`src/rtl/bat_move_encoder.sv`:
```
// bat_move_encoder
//   Turns a rotary paddle (quadrature phases qa/qb) into a per-frame signed
//   bat delta for the game logic.
//   Input path: 2-FF synchronizer, then a debounce filter, then a quadrature
//   decoder, then a saturating accumulator.
//   On each frame strobe (the cycle after a vsync falling edge) the
//   accumulator is scaled into move and restarted.
//
// Ports
//   glb_clk : system clock
//   reset   : asynchronous, active-high reset
//   vsync   : game vertical sync, active-low, synchronous to glb_clk
//   qa, qb  : paddle quadrature phases, asynchronous
//   move    : signed 9-bit bat delta of the last frame (+ = bat up)
//   human   : high while a player is driving the paddle
//
// Parameters
//   DEBOUNCE    : cycles a synchronized level must hold before it is accepted
//   SCALE       : left shift (0..3) applied to the frame count
//   IDLE_FRAMES : consecutive zero-move frames before human is released
//
// Build option
//   PADDLE_AUTORELEASE_EN : when defined, an idle-frame counter releases
//   human. When undefined, human stays high until reset once it has been set.
module bat_move_encoder #(
    parameter int DEBOUNCE    = 4,
    parameter int SCALE       = 0,
    parameter int IDLE_FRAMES = 250
) (
    input  logic              glb_clk,
    input  logic              reset,
    input  logic              vsync,
    input  logic              qa,
    input  logic              qb,
    output logic signed [8:0] move,
    output logic              human
);

    localparam int CNT_W = (DEBOUNCE < 2) ? 1 : $clog2(DEBOUNCE);

    if (DEBOUNCE < 1 || SCALE < 0 || SCALE > 3 || IDLE_FRAMES < 1 || IDLE_FRAMES > 255) begin : g_bad_params
        $error("bat_move_encoder: parameter out of range");
    end

    // Bit 1 carries qa and bit 0 carries qb throughout.
    logic [1:0]       sync1_q, sync2_q;
    logic [1:0]       filt_q, filt_d;
    logic [CNT_W-1:0] cnt_q [2];
    logic [CNT_W-1:0] cnt_d [2];
    logic [1:0]       prev_q;
    logic             prev_vld_q;
    logic             vsync_q, strobe_q;
    logic signed [8:0] acc_q, acc_d;
    logic signed [8:0] move_q, move_d;
    logic              human_q, human_d;
    logic signed [11:0] acc_ext;
    logic signed [8:0]  move_new;
    logic [1:0]         pos_delta;
    logic               step_up, step_dn;

    function automatic logic signed [8:0] sat9(input logic signed [11:0] v);
        if (v > 12'sd255)
            return 9'sd255;
        else if (v < -12'sd256)
            return 9'sh100;
        else
            return v[8:0];
    endfunction

    function automatic logic signed [8:0] acc_step(input logic signed [8:0] a,
                                                   input logic up, input logic dn);
        if (up && a != 9'sd255)
            return a + 9'sd1;
        if (dn && a != 9'sh100)
            return a - 9'sd1;
        return a;
    endfunction

    // Gray position 00,01,11,10 -> 0,1,2,3 so that a move is a modulo-4 difference.
    function automatic logic [1:0] gray_pos(input logic [1:0] g);
        return {g[1], g[1] ^ g[0]};
    endfunction

    always_ff @(posedge glb_clk or posedge reset) begin
        if (reset) begin
            sync1_q <= 2'b00;
            sync2_q <= 2'b00;
        end else begin
            sync1_q <= {qa, qb};
            sync2_q <= sync1_q;
        end
    end

    // A filtered bit follows its synchronized level only after DEBOUNCE
    // consecutive cycles of disagreement; any agreement restarts the count.
    always_comb begin
        filt_d = filt_q;
        for (int i = 0; i < 2; i++) begin
            cnt_d[i] = '0;
            if (sync2_q[i] != filt_q[i]) begin
                if (cnt_q[i] == CNT_W'(DEBOUNCE - 1))
                    filt_d[i] = sync2_q[i];
                else
                    cnt_d[i] = cnt_q[i] + 1'b1;
            end
        end
    end

    always_ff @(posedge glb_clk or posedge reset) begin
        if (reset) begin
            filt_q <= 2'b00;
            for (int i = 0; i < 2; i++) cnt_q[i] <= '0;
        end else begin
            filt_q <= filt_d;
            for (int i = 0; i < 2; i++) cnt_q[i] <= cnt_d[i];
        end
    end

    // A difference of 2 is a double transition and counts nothing.
    assign pos_delta = gray_pos(filt_q) - gray_pos(prev_q);
    assign step_up   = prev_vld_q && (pos_delta == 2'd1);
    assign step_dn   = prev_vld_q && (pos_delta == 2'd3);

    assign acc_ext  = 12'(acc_q) <<< SCALE;
    assign move_new = sat9(acc_ext);

    always_comb begin
        acc_d   = acc_step(acc_q, step_up, step_dn);
        move_d  = move_q;
        human_d = human_q | step_up | step_dn;
        if (strobe_q) begin
            // A step decoded on the strobe cycle opens the new frame.
            move_d = move_new;
            acc_d  = step_up ? 9'sd1 : (step_dn ? -9'sd1 : 9'sd0);
        end
    end

`ifdef PADDLE_AUTORELEASE_EN
    localparam logic [7:0] IDLE_LIM = 8'(IDLE_FRAMES);
    logic [7:0] idle_q, idle_d;
    logic       human_rel;

    always_comb begin
        idle_d    = idle_q;
        human_rel = 1'b0;
        if (strobe_q) begin
            if (move_new != 9'sd0 || step_up || step_dn) begin
                idle_d = 8'd0;
            end else begin
                if (idle_q != 8'hFF)
                    idle_d = idle_q + 8'd1;
                human_rel = (idle_d >= IDLE_LIM);
            end
        end
    end

    always_ff @(posedge glb_clk or posedge reset) begin
        if (reset)
            idle_q <= 8'd0;
        else
            idle_q <= idle_d;
    end
`else
    logic human_rel;
    assign human_rel = 1'b0;
`endif

    // vsync_q clears on reset so an edge in the release cycle cannot strobe;
    // prev_vld_q makes the first filtered sample seed the decoder.
    always_ff @(posedge glb_clk or posedge reset) begin
        if (reset) begin
            prev_q     <= 2'b00;
            prev_vld_q <= 1'b0;
            vsync_q    <= 1'b0;
            strobe_q   <= 1'b0;
            acc_q      <= '0;
            move_q     <= '0;
            human_q    <= 1'b0;
        end else begin
            prev_q     <= filt_q;
            prev_vld_q <= 1'b1;
            vsync_q    <= vsync;
            strobe_q   <= vsync_q & ~vsync;
            acc_q      <= acc_d;
            move_q     <= move_d;
            human_q    <= human_d & ~human_rel;
        end
    end

    assign move  = move_q;
    assign human = human_q;

endmodule

```
`config.mk`:
```
export PLATFORM = sky130hd
export DESIGN_NAME = bat_move_encoder
export DESIGN_NICKNAME = d
export VERILOG_FILES = /design/src/rtl/bat_move_encoder.sv
export SDC_FILE = /design/constraint.sdc
export NUM_CORES = 1
export LEC_CHECK = 0
export ABC_AREA = 1
export CORE_UTILIZATION = 35
export DETAILED_ROUTE_END_ITERATION = 8
export HOLD_SLACK_MARGIN = 0.06
export PLACE_DENSITY = 0.48
export SLEW_MARGIN = 20
export SYNTH_ARGS = -nofsm -noshare
export SYNTH_HDL_FRONTEND = slang
export SYNTH_SLANG_ARGS = --single-unit
```
`constraint.sdc`:
```
create_clock -name glb_clk -period 2.6 [get_ports glb_clk]
set_input_delay 0.26 -clock glb_clk [delete_from_list [all_inputs] [get_ports glb_clk]]
set_output_delay 0.26 -clock glb_clk [all_outputs]
set_load 0.01 [all_outputs]
```
==> results of run 1 <==
==> cells in the final DEF (no fill, tap or decap), types with 2 or more instances in the layout <==
cell | netlist | final
sky130_fd_sc_hd__dfrtp_1 | 34 | 34
sky130_fd_sc_hd__nand2_4 | 2 | 2
sky130_fd_sc_hd__nand4_1 | 4 | 4
sky130_fd_sc_hd__inv_1 | 22 | 22
sky130_fd_sc_hd__nand2_1 | 52 | 52
sky130_fd_sc_hd__nand3_4 | 2 | 2
sky130_fd_sc_hd__ha_1 | 6 | 6
sky130_fd_sc_hd__clkdlybuf4s50_1 | 0 | 14
sky130_fd_sc_hd__bufinv_16 | 0 | 2
sky130_fd_sc_hd__xnor2_1 | 6 | 6
sky130_fd_sc_hd__xor2_1 | 4 | 4
sky130_fd_sc_hd__a21oi_2 | 9 | 9
sky130_fd_sc_hd__buf_4 | 1 | 6
sky130_fd_sc_hd__nand3_1 | 23 | 23
sky130_fd_sc_hd__nor2_1 | 32 | 32
sky130_fd_sc_hd__nor3_1 | 3 | 3
sky130_fd_sc_hd__clkbuf_8 | 0 | 6
sky130_fd_sc_hd__nor2_2 | 3 | 3
sky130_fd_sc_hd__nand2_2 | 6 | 6
sky130_fd_sc_hd__a21oi_1 | 6 | 6
sky130_fd_sc_hd__o21ai_0 | 4 | 4
sky130_fd_sc_hd__nor2_4 | 2 | 2
sky130_fd_sc_hd__inv_2 | 6 | 6
==> registers in the layout, indices dropped and copies added, names as in the netlist <==
name / flops
acc_q: 9
cnt_q: 4
filt_q: 2
human: 1
move: 9
prev_q: 2
prev_vld_q: 1
strobe_q: 1
sync1_q: 2
sync2_q: 2
vsync_q: 1
==> path summary, 6_finish.rpt <==
kind / from / endpoint / slack, ps / cells after the start
setup / recovery: acc_q[2] / move[8] / 460 / 11
hold / removal: sync1_q[1] / sync2_q[1] / 350 / 0
setup reg to reg: acc_q[2] / move[8] / 460 / 11
hold reg to reg: sync1_q[1] / sync2_q[1] / 350 / 0
max in group asynchronous: reset / filt_q[0] / 1930 / 3
min in group asynchronous: reset / prev_vld_q / 370 / 3
==> layout make-up <==
cell class | count | share of cell area (%)
clock buffer | 6 | 3.46
clock inverter | 2 | 2.52
inverter | 28 | 4.41
multi-input combinational | 174 | 42.4
sequential | 34 | 35.7
tap | 72 | 3.78
timing repair buffer | 20 | 7.76
==> Yosys cell counts, types with 2 or more instances <==
library cell and number:
sky130_fd_sc_hd__a21oi_1 6, sky130_fd_sc_hd__a21oi_2 9, sky130_fd_sc_hd__buf_6 4, sky130_fd_sc_hd__dfrtp_1 34, sky130_fd_sc_hd__ha_1 6, sky130_fd_sc_hd__inv_1 22, sky130_fd_sc_hd__inv_2 6, sky130_fd_sc_hd__nand2_1 52
sky130_fd_sc_hd__nand2_2 6, sky130_fd_sc_hd__nand2_4 2, sky130_fd_sc_hd__nand3_1 23, sky130_fd_sc_hd__nand3_4 2, sky130_fd_sc_hd__nand4_1 4, sky130_fd_sc_hd__nor2_1 32, sky130_fd_sc_hd__nor2_2 3, sky130_fd_sc_hd__nor2_4 2
sky130_fd_sc_hd__nor3_1 3, sky130_fd_sc_hd__o21ai_0 4, sky130_fd_sc_hd__xnor2_1 6, sky130_fd_sc_hd__xor2_1 4
==> per-layer routing <==
layer,vias to the layer above,part of all wire (%),routed length [um]
met2,17,42,1660
met3,6,2.8,110
met5,-,0,0
li1,808,-,-
met4,0,1.6,65
met1,694,54,2140
==> power breakdown <==
| part | switching [mW] | internal [mW] |
|---|---|---|
| Combinational | 1.10 | 0.733 |
| Sequential | 0.201 | 0.737 |
| Clock | 0.197 | 0.409 |
| Total | 1.50 | 1.88 |
==> cells by family (layout without fill, tap and decap cells) <==
kind of cell	after synthesis	in the layout	share of synthesized area [%]
adders and majority gates	6	6	3.67
AOI/OAI and AO/OA	21	21	7.33
xor gates and xnor gates	10	10	4.28
DFF	34	34	41.5
muxes	1	1	0.550
and+or+nand+nor	135	135	33.4
buffers and inverters	36	56	9.10
other	1	1	0.183
==> metrics.md, run 1 <==
| Metric | Value |
|---|---|
| Number of hold violations in the final report | 0 |
| Fraction of final layout cells with drive strength greater than 1 | 19.3% |
| GRT Overall Usage | 15.1% |
| Post-layout net count | 274 |
| Horiz. Die Dim | 78.5 um |
| Relative slew slack | 64.9% |
| Detailed-placement wirelength estimate | 3.00 mm |
| Number of cell rows | 27 |
| Residual overflow from global routing | 0 |
| Measured slew at the worst slew-check pin | 526 ps |
| Met3 routing resource usage after global routing | 3.72% |
| Setup repair after global routing missed its margin | no |
| # fillers | 574 |
| Effective utilization at floorplan | 36.7% |
| Number of synthesis warnings | 0 |
| Final worst slack | 463 ps |
| Detail-routed via count per cell | 4.54 |
| Post-cts sizing count | 0 |
| Remaining antenna violation count after routing | 0 |
| Synthesized instance count | 244 |
| Proportion of netlist area held by the largest area contributor | 41.5% |
| Power per cell area | 1420 nW/um2 |
| Sequential element share of the synthesized area | 41.5% |
| Multi-input combinational cell area | 1010 um2 |
| Clk slew on worst S/H paths | 70 ps |
| Drt first pass iters | 4 |
| Path class of the lowest-slack min-delay path | register to register |
| Routed WL per cell | 11.8 um |
| Count of final max-slew check failures | 0 |
| Startpoint type of the worst setup path | register |
| Overall via count from detail_route | 1525 |
| Place WS | 452 ps |
| Largest net degree at the start of global routing | 35 |
| Routability Congestion | 0.800 |
| Synthesized area | 2050 um2 |
| Total buffers and inverters traversed by the critical path | 1 |
| Worst hold slack | 352 ps |
| Clock tree from TritonCTS | yes |
| Finished Core Util | 42.8% |
| Die Outline Area | 6160 um2 |
| Number of flops mapped to enable cells by yosys | 0 |
| Count of input and output buffers | 14 |
| Height of the chip | 78.5 um |
| Grt peak-use layer | met2 |
| Critical path's most frequent cell | sky130_fd_sc_hd__nand2_1 |
| Data arrival time at the worst-slack endpoint | 2310 ps |
| Ordered list of cells on the worst path | nand2_2 -> nor2_4 -> nand3_2 -> inv_2 -> ha_1 -> nand4_1 -> nand2_1 -> nand2_1 -> nand3_4 -> nand2_1 -> nand2_1 |
| Global-route met2 utilization | 23.3% |
| CTS Root Buffer Type | sky130_fd_sc_hd__clkbuf_8 |
| Dominant cell type by area after synthesis | sky130_fd_sc_hd__dfrtp_1 |
| Drt total wl | 3.98 mm |
| IO Pins | 15 |
| Setup Skew | 7.07 ps |
| Number of buffers on the longest clock path | 2 |
| Num CTS Buffers | 5 |
| Power after layout | 3.38 mW |
| Cell type group with the largest total delay on the critical path | simple AND/OR/NAND/NOR gates |
| Cts-stage hold buffer count | 0 |
| Maximum clock frequency | 468 MHz |
| Worst ir drop on vdd | 489 uV |
| Top cells by area in the synthesized netlist | sky130_fd_sc_hd__dfrtp_1, sky130_fd_sc_hd__nand2_1, sky130_fd_sc_hd__nor2_1 |
| Total negative slack | 0 ps |
| Clock net sink count | 34 |
| Maximum capacitance violations | 0 |
| Cell area after layout | 2380 um2 |
| Final critical-path share of the clock period | 82.2% |
| Post-Syn Area per Cell | 8.39 um2 |
| Dpl cell area | 2240 um2 |
| Inserted Diodes | 0 |
| H-tree levels | 2 |
| Combined flip-flop and latch cell area | 851 um2 |
| Delay of the slowest cell on the worst path | 680 ps |
| Syn_nets | 255 |
| Final setup violating endpoints | 0 |
| Total placed cells including tap cells | 328 |
| Share of async-settable or async-resettable flops after synthesis | 100% |
| Count of routing violations after the opening detailed-route iteration | 70 |
| Register bit total from synthesis | 34 |
| Number of library cell types mapped by synthesis | 34 |
| Met1 layer usage reported by global route | 20.2% |
| Post-layout minimum cycle time | 2140 ps |
| Post-CTS Setup Repair Bufs | 0 |
| Worst endpoint required time | 2780 ps |
| Via count of the first global-routing pass | 1503 |
| Clk_lat worst skew | 290 ps |
| Result of the run | completed |
| Largest fanout of any net on the critical path | 9 |
| Type of the worst setup path | register to register |
| Critical Path End Type | register |
| Area of the core | 5570 um2 |
| Static Leakage | 1.14 nW |
| Global-route wire length before repair | 7.13 mm |
| Number of antenna violations at the first check in global routing | 0 |
| Slowest library cell on the worst path | sky130_fd_sc_hd__dfrtp_1 |
| Detailed-route DRC error count | 0 |
| Finished Layout Cells | 336 |
| Main synth FF type | sky130_fd_sc_hd__dfrtp_1 |
| Area growth from synthesis to layout | 16.4% |
(Power assumes the default switching activity.)
==> run 2, diff against run 1 <==
- PLACE_DENSITY: 0.48 -> 0.5
- clock period: 2.6 -> 1.76 ns (I/O delays scaled with it)
==> run 2 against run 1 <==
  * The flow now finishes with violations (negative setup slack)
  * Critical endpoint is now acc_q[5]
  * Worst setup slack got worse by 500 ps
  * Cell count grew 8.3%
  * Clock power up 44%
  * Via count rose by 13%
  * Flip-flop and latch count stayed put
  * Critical path type unchanged
  * Maximum frequency rose by 19%
==> metrics.md, run 2 (same netlist as run 1, synthesis figures left out) <==
| Metric | Value |
|---|---|
| Largest net degree at the start of global routing | 35 |
| Clock net sink count | 34 |
| Detail-routed via count per cell | 4.73 |
| Number of hold violations in the final report | 0 |
| Critical Path End Type | register |
| Height of the chip | 78.5 um |
| Clock tree from TritonCTS | yes |
| Setup repair after global routing missed its margin | yes |
| Number of cell rows | 27 |
| Total negative slack | -216 ps |
| Reg-to-reg startpoint | filt_q[1] |
| Fraction of final layout cells with drive strength greater than 1 | 34.2% |
| IO Pins | 15 |
| Number of buffers on the longest clock path | 2 |
| Die Outline Area | 6160 um2 |
| Remaining antenna violation count after routing | 0 |
| Clk network pwr share | 14.2% |
| Type of the worst setup path | register to register |
| Drt total wl | 4.71 mm |
| Worst ir drop on vdd | 1080 uV |
| Post-layout minimum cycle time | 1800 ps |
| Horiz. Die Dim | 78.5 um |
| Effective utilization at floorplan | 36.7% |
| Total buffers and inverters traversed by the critical path | 3 |
| Via count of the first global-routing pass | 1666 |
| Count of routing violations after the opening detailed-route iteration | 61 |
| Clk_lat worst skew | 290 ps |
| Inserted Diodes | 0 |
| Final setup violating endpoints | 10 |
| Delay of the slowest cell on the worst path | 400 ps |
| Power per cell area | 2260 nW/um2 |
| Total placed cells including tap cells | 346 |
| Maximum clock frequency | 556 MHz |
| Worst hold slack | 287 ps |
| Global-route wire length before repair | 7.85 mm |
| Drt first pass iters | 4 |
| Final worst slack | -37.6 ps |
| Count of input and output buffers | 14 |
| Routed WL per cell | 13.0 um |
| Area growth from synthesis to layout | 33.0% |
| Finished Core Util | 48.9% |
| Worst endpoint required time | 1940 ps |
| Count of final max-slew check failures | 0 |
| Count of cells along the worst register-to-register path | 11 |
| Fraction of power consumed by sequential logic | 20.7% |
| Final critical-path share of the clock period | 102% |
| R2R Setup Slk | -40 ps |
| Num CTS Buffers | 5 |
| GRT Overall Usage | 16.6% |
| Finished Layout Cells | 364 |
| Detailed-placement wirelength estimate | 3.16 mm |
| Commonest non-fill, non-tap cell in the layout | sky130_fd_sc_hd__nand2_1 |
| Switching share of power | 43.8% |
| Area of the core | 5570 um2 |
| Path class of the lowest-slack min-delay path | primary input to asynchronous set/reset pin |
| Routability Congestion | 0.827 |
| Sw power | 2.70 mW |
| Data arrival time at the worst-slack endpoint | 1970 ps |
| Violations in the final reports | negative setup slack |
| Leading cell types in the layout, fill and taps excluded | sky130_fd_sc_hd__nand2_1, sky130_fd_sc_hd__dfrtp_1, sky130_fd_sc_hd__nor2_1, sky130_fd_sc_hd__buf_4, sky130_fd_sc_hd__nand3_1 |
| Ordered list of cells on the worst path | xnor2_1 -> ha_2 -> inv_1 -> nand2_1 -> nand3_1 -> nand2_2 -> nor3_2 -> buf_4 -> a21oi_4 -> buf_6 -> a21oi_2 |
| Part of the total power dissipated in combinational logic | 65.1% |
| Setup Skew | 3.40 ps |
| Slowest library cell on the worst path | sky130_fd_sc_hd__dfrtp_1 |
| Detailed-route DRC error count | 0 |
| Overall via count from detail_route | 1721 |
| CTS Root Buffer Type | sky130_fd_sc_hd__clkbuf_8 |
| Residual overflow from global routing | 0 |
| Number of antenna violations at the first check in global routing | 0 |
| Clk slew on worst S/H paths | 70 ps |
| Static Leakage | 1.30 nW |
| Destination of the worst register-to-register timing path | acc_q[5] |
| Post-layout net count | 302 |
| H-tree levels | 2 |
| Power after layout | 6.16 mW |
| Maximum capacitance violations | 0 |
| Result of the run | finished with violations |
| Cell type group with the largest total delay on the critical path | flip-flops |
| Internal | 3.46 mW |
| Largest fanout of any net on the critical path | 4 |
| Startpoint type of the worst setup path | register |
run 2: power by group through the flow:
stage / sequential [mW] / combinational, mW / clock [mW]
final: 1.27 / 4.01 / 0.875
after global routing: 1.31 / 4.39 / 0.934
after CTS: 1.28 / 3.71 / 0.907
after detailed placement: 1.30 / 3.22 / 0
after global placement: 1.28 / 3.22 / 0
after floorplan: 1.35 / 2.24 / 0
run 2: how the worst max path moves through the flow:
| stage | slack [ps] | startpoint | end | cells past startpoint |
|---|---|---|---|---|
| 3_5_place_dp | -130 | filt_q[1] | acc_q[8] | 12 |
| 2_1_floorplan | -20 | acc_q[1] | acc_q[8] | 14 |
| 5_1_grt | -150 | acc_q[1] | acc_q[8] | 16 |
| 6_report | -40 | filt_q[1] | acc_q[5] | 11 |
| 3_3_place_gp | -80 | filt_q[1] | acc_q[8] | 12 |
| 4_1_cts | -50 | filt_q[0] | acc_q[3] | 11 |
run 2: timing repair:
action / CTS / global route
resized for setup: 15 / 13
pin swaps: 12 / 12
endpoints found under the setup margin: 17 / 18
gates cloned: 1 / 1
buffers inserted: 7 / 1
hold buffers: 0 / 0
run 2: area by class of cell:
class | count | area [um2]
inverters | 28 | 105
flip-flops and latches | 34 | 851
fillers | 547 | 2850
repair buffers | 46 | 419
clock inverters | 3 | 68.8
well taps | 72 | 90.1
multi-input cells | 176 | 1120
clock buffers | 5 | 68.8
run 2: metrics by stage:
| stage | setup slack (ps) | cell area, um2 |
|---|---|---|
| after floorplan | -19.9 | 2070 |
| after global placement | -83.2 | 2390 |
| after detailed placement | -132 | 2390 |
| after CTS | -53.6 | 2660 |
| after global routing | -154 | 2730 |
| final | -37.6 | 2730 |
run 2: worst reg2reg max path: stages (launching register included):
cell and delay, ps:
sky130_fd_sc_hd__dfrtp_1 400, sky130_fd_sc_hd__xnor2_1 180, sky130_fd_sc_hd__ha_2 220, sky130_fd_sc_hd__inv_1 50
sky130_fd_sc_hd__nand2_1 80, sky130_fd_sc_hd__nand3_1 100, sky130_fd_sc_hd__nand2_2 120, sky130_fd_sc_hd__nor3_2 40
sky130_fd_sc_hd__buf_4 130, sky130_fd_sc_hd__a21oi_4 150, sky130_fd_sc_hd__buf_6 150, sky130_fd_sc_hd__a21oi_2 50
run 2: layer usage:
| layer | track usage, % | wire length, um |
|---|---|---|
| met1 | 22.5 | 2260 |
| met2 | 26.4 | 2140 |
| met3 | 3.14 | 197 |
| met4 | 5.37 | 117 |
| met5 | 0 | 0 |
==> run 3, diff against run 2 <==
- ABC_CLOCK_PERIOD_IN_PS: unset -> 2100
- PLACE_DENSITY: 0.5 -> 0.48
- clock period: 1.76 -> 2.1 ns (I/O delays scaled with it)
==> run 3 against run 2 <==
  * The flow now finishes without violations
  * Worst setup slack gained 170 ps
  * Count of clock-buffer cells in the layout rose by 1
  * Clock power fell by 41%
  * Combinational power is 37% lower
  * Maximum frequency fell by 8.8%
  * Cell area fell by 11%
  * Core utilization decreased by 5.3 points
  * Hold slack improved by 25 ps
  * Clock skew is essentially flat
  * Via count down 8.1%
  * Global-route usage shrank 0.70 points
  * Flip-flop and latch count stayed put
  * Critical path type unchanged
  * Highest routed layer unchanged
==> metrics.md, run 3 (same netlist as run 1, synthesis figures left out) <==
| Metric | Value |
|---|---|
| Drt first pass iters | 4 |
| Num CTS Buffers | 5 |
| R2R Setup Slk | 130 ps |
| Area of the core | 5570 um2 |
| Path class of the lowest-slack min-delay path | primary input to asynchronous set/reset pin |
| Setup Skew | 3.54 ps |
| Switching share of power | 46.1% |
| Count of cells along the worst register-to-register path | 14 |
| Post-layout minimum cycle time | 1970 ps |
| Drt total wl | 4.20 mm |
| Post-layout net count | 284 |
| Part of the total power dissipated in combinational logic | 61.1% |
| H-tree levels | 2 |
| IO Pins | 15 |
| Number of antenna violations at the first check in global routing | 0 |
| Data arrival time at the worst-slack endpoint | 2160 ps |
| Global-route wire length before repair | 7.45 mm |
| Critical Path End Type | register |
| Effective utilization at floorplan | 36.7% |
| Total negative slack | 0 ps |
| Type of the worst setup path | register to register |
| Number of hold violations in the final report | 0 |
| Die Outline Area | 6160 um2 |
| Clock net sink count | 34 |
| Result of the run | completed |
| Detail-routed via count per cell | 4.57 |
| Final setup violating endpoints | 0 |
| Horiz. Die Dim | 78.5 um |
| Worst hold slack | 312 ps |
| Detailed-route DRC error count | 0 |
| Reg-to-reg startpoint | acc_q[0] |
| Count of final max-slew check failures | 0 |
| Worst endpoint required time | 2290 ps |
| Height of the chip | 78.5 um |
| Total placed cells including tap cells | 336 |
| Commonest non-fill, non-tap cell in the layout | sky130_fd_sc_hd__nand2_1 |
| Startpoint type of the worst setup path | register |
| Leading cell types in the layout, fill and taps excluded | sky130_fd_sc_hd__nand2_1, sky130_fd_sc_hd__dfrtp_1, sky130_fd_sc_hd__nor2_1, sky130_fd_sc_hd__nand3_1, sky130_fd_sc_hd__inv_1 |
| Detailed-placement wirelength estimate | 3.04 mm |
| CTS Root Buffer Type | sky130_fd_sc_hd__clkbuf_8 |
| Internal | 2.24 mW |
| Setup repair after global routing missed its margin | no |
| GRT Overall Usage | 15.9% |
| Overall via count from detail_route | 1581 |
| Maximum capacitance violations | 0 |
| Routed WL per cell | 12.1 um |
| Count of input and output buffers | 14 |
| Power per cell area | 1720 nW/um2 |
| Via count of the first global-routing pass | 1510 |
| Static Leakage | 1.17 nW |
| Fraction of power consumed by sequential logic | 26.6% |
| Remaining antenna violation count after routing | 0 |
| Clk network pwr share | 12.3% |
| Final critical-path share of the clock period | 93.8% |
| Number of cell rows | 27 |
| Inserted Diodes | 0 |
| Finished Layout Cells | 346 |
| Maximum clock frequency | 507 MHz |
| Number of buffers on the longest clock path | 2 |
| Clk_lat worst skew | 290 ps |
| Worst ir drop on vdd | 496 uV |
| Largest net degree at the start of global routing | 35 |
| Destination of the worst register-to-register timing path | acc_q[8] |
| Finished Core Util | 43.5% |
| Clock tree from TritonCTS | yes |
| Count of routing violations after the opening detailed-route iteration | 86 |
| Residual overflow from global routing | 0 |
| Area growth from synthesis to layout | 18.5% |
| Sw power | 1.92 mW |
| Routability Congestion | 0.774 |
| Largest fanout of any net on the critical path | 8 |
| Clk slew on worst S/H paths | 70 ps |
| Fraction of final layout cells with drive strength greater than 1 | 23.0% |
[run 3: critical path, stage by stage, from the launching register on]
cell and delay, ps:
sky130_fd_sc_hd__dfrtp_1 420, sky130_fd_sc_hd__ha_2 220, sky130_fd_sc_hd__inv_2 60, sky130_fd_sc_hd__nor2_4 40, sky130_fd_sc_hd__nand3_2 80, sky130_fd_sc_hd__inv_2 40
sky130_fd_sc_hd__ha_1 190, sky130_fd_sc_hd__nor2_1 100, sky130_fd_sc_hd__nand3_1 80, sky130_fd_sc_hd__nand2_1 70, sky130_fd_sc_hd__inv_2 80, sky130_fd_sc_hd__a21oi_4 290
sky130_fd_sc_hd__nand2_1 90, sky130_fd_sc_hd__nand2_1 70, sky130_fd_sc_hd__inv_1 30
[run 3: stage by stage]
step	total power, mW	setup slack (ps)	instance area, um2
CTS	4.18	89.3	2410
finish	4.17	129	2430
global placement	3.65	146	2310
detailed placement	3.64	101	2310
global route	4.56	4.50	2430
floorplan	2.99	236	2050
[run 3: how the worst max path moves through the flow]
stage | cells past startpoint | startpoint | to | slack (ps)
detailed placement | 14 | acc_q[0] | acc_q[8] | 100
finish | 14 | acc_q[0] | acc_q[8] | 130
CTS | 14 | acc_q[0] | acc_q[8] | 90
floorplan | 12 | acc_q[1] | move[8] | 240
global placement | 13 | acc_q[0] | move[8] | 150
global route | 12 | prev_q[1] | acc_q[8] | 4
[run 3: metal layers]
metal | up-vias | routed length, um | global-route usage (%)
met5 | - | 0 | 0
met1 | 722 | 2200 | 22.7
met2 | 24 | 1790 | 23.1
met4 | 0 | 68 | 6.11
li1 | 829 | - | -
met3 | 6 | 128 | 3.49
[run 3: timing repair]
item / in CTS / in global routing
endpoints found under the hold margin: 0 / 0
setup buffers: 0 / 2
resized for setup: 0 / 2
endpoints found under the setup margin: 0 / 9
hold buffers: 0 / 0
[run 3: power by group through the flow]
stage | clock network [mW] | registers [mW] | logic, mW
after floorplan | 0 | 1.13 | 1.86
after global placement | 0 | 1.12 | 2.53
after detailed placement | 0 | 1.12 | 2.52
after CTS | 0.534 | 1.11 | 2.54
after global routing | 0.558 | 1.14 | 2.87
final | 0.513 | 1.11 | 2.54
[run 3: area by class of cell]
type	count	area (um2)
Fill cell	564	3150
Multi-Input combinational cell	174	1010
Sequential cell	34	851
Timing Repair Buffer	30	273
Inverter	28	105
Tap cell	72	90.1
Clock buffer	6	82.6
Clock inverter	2	12.5
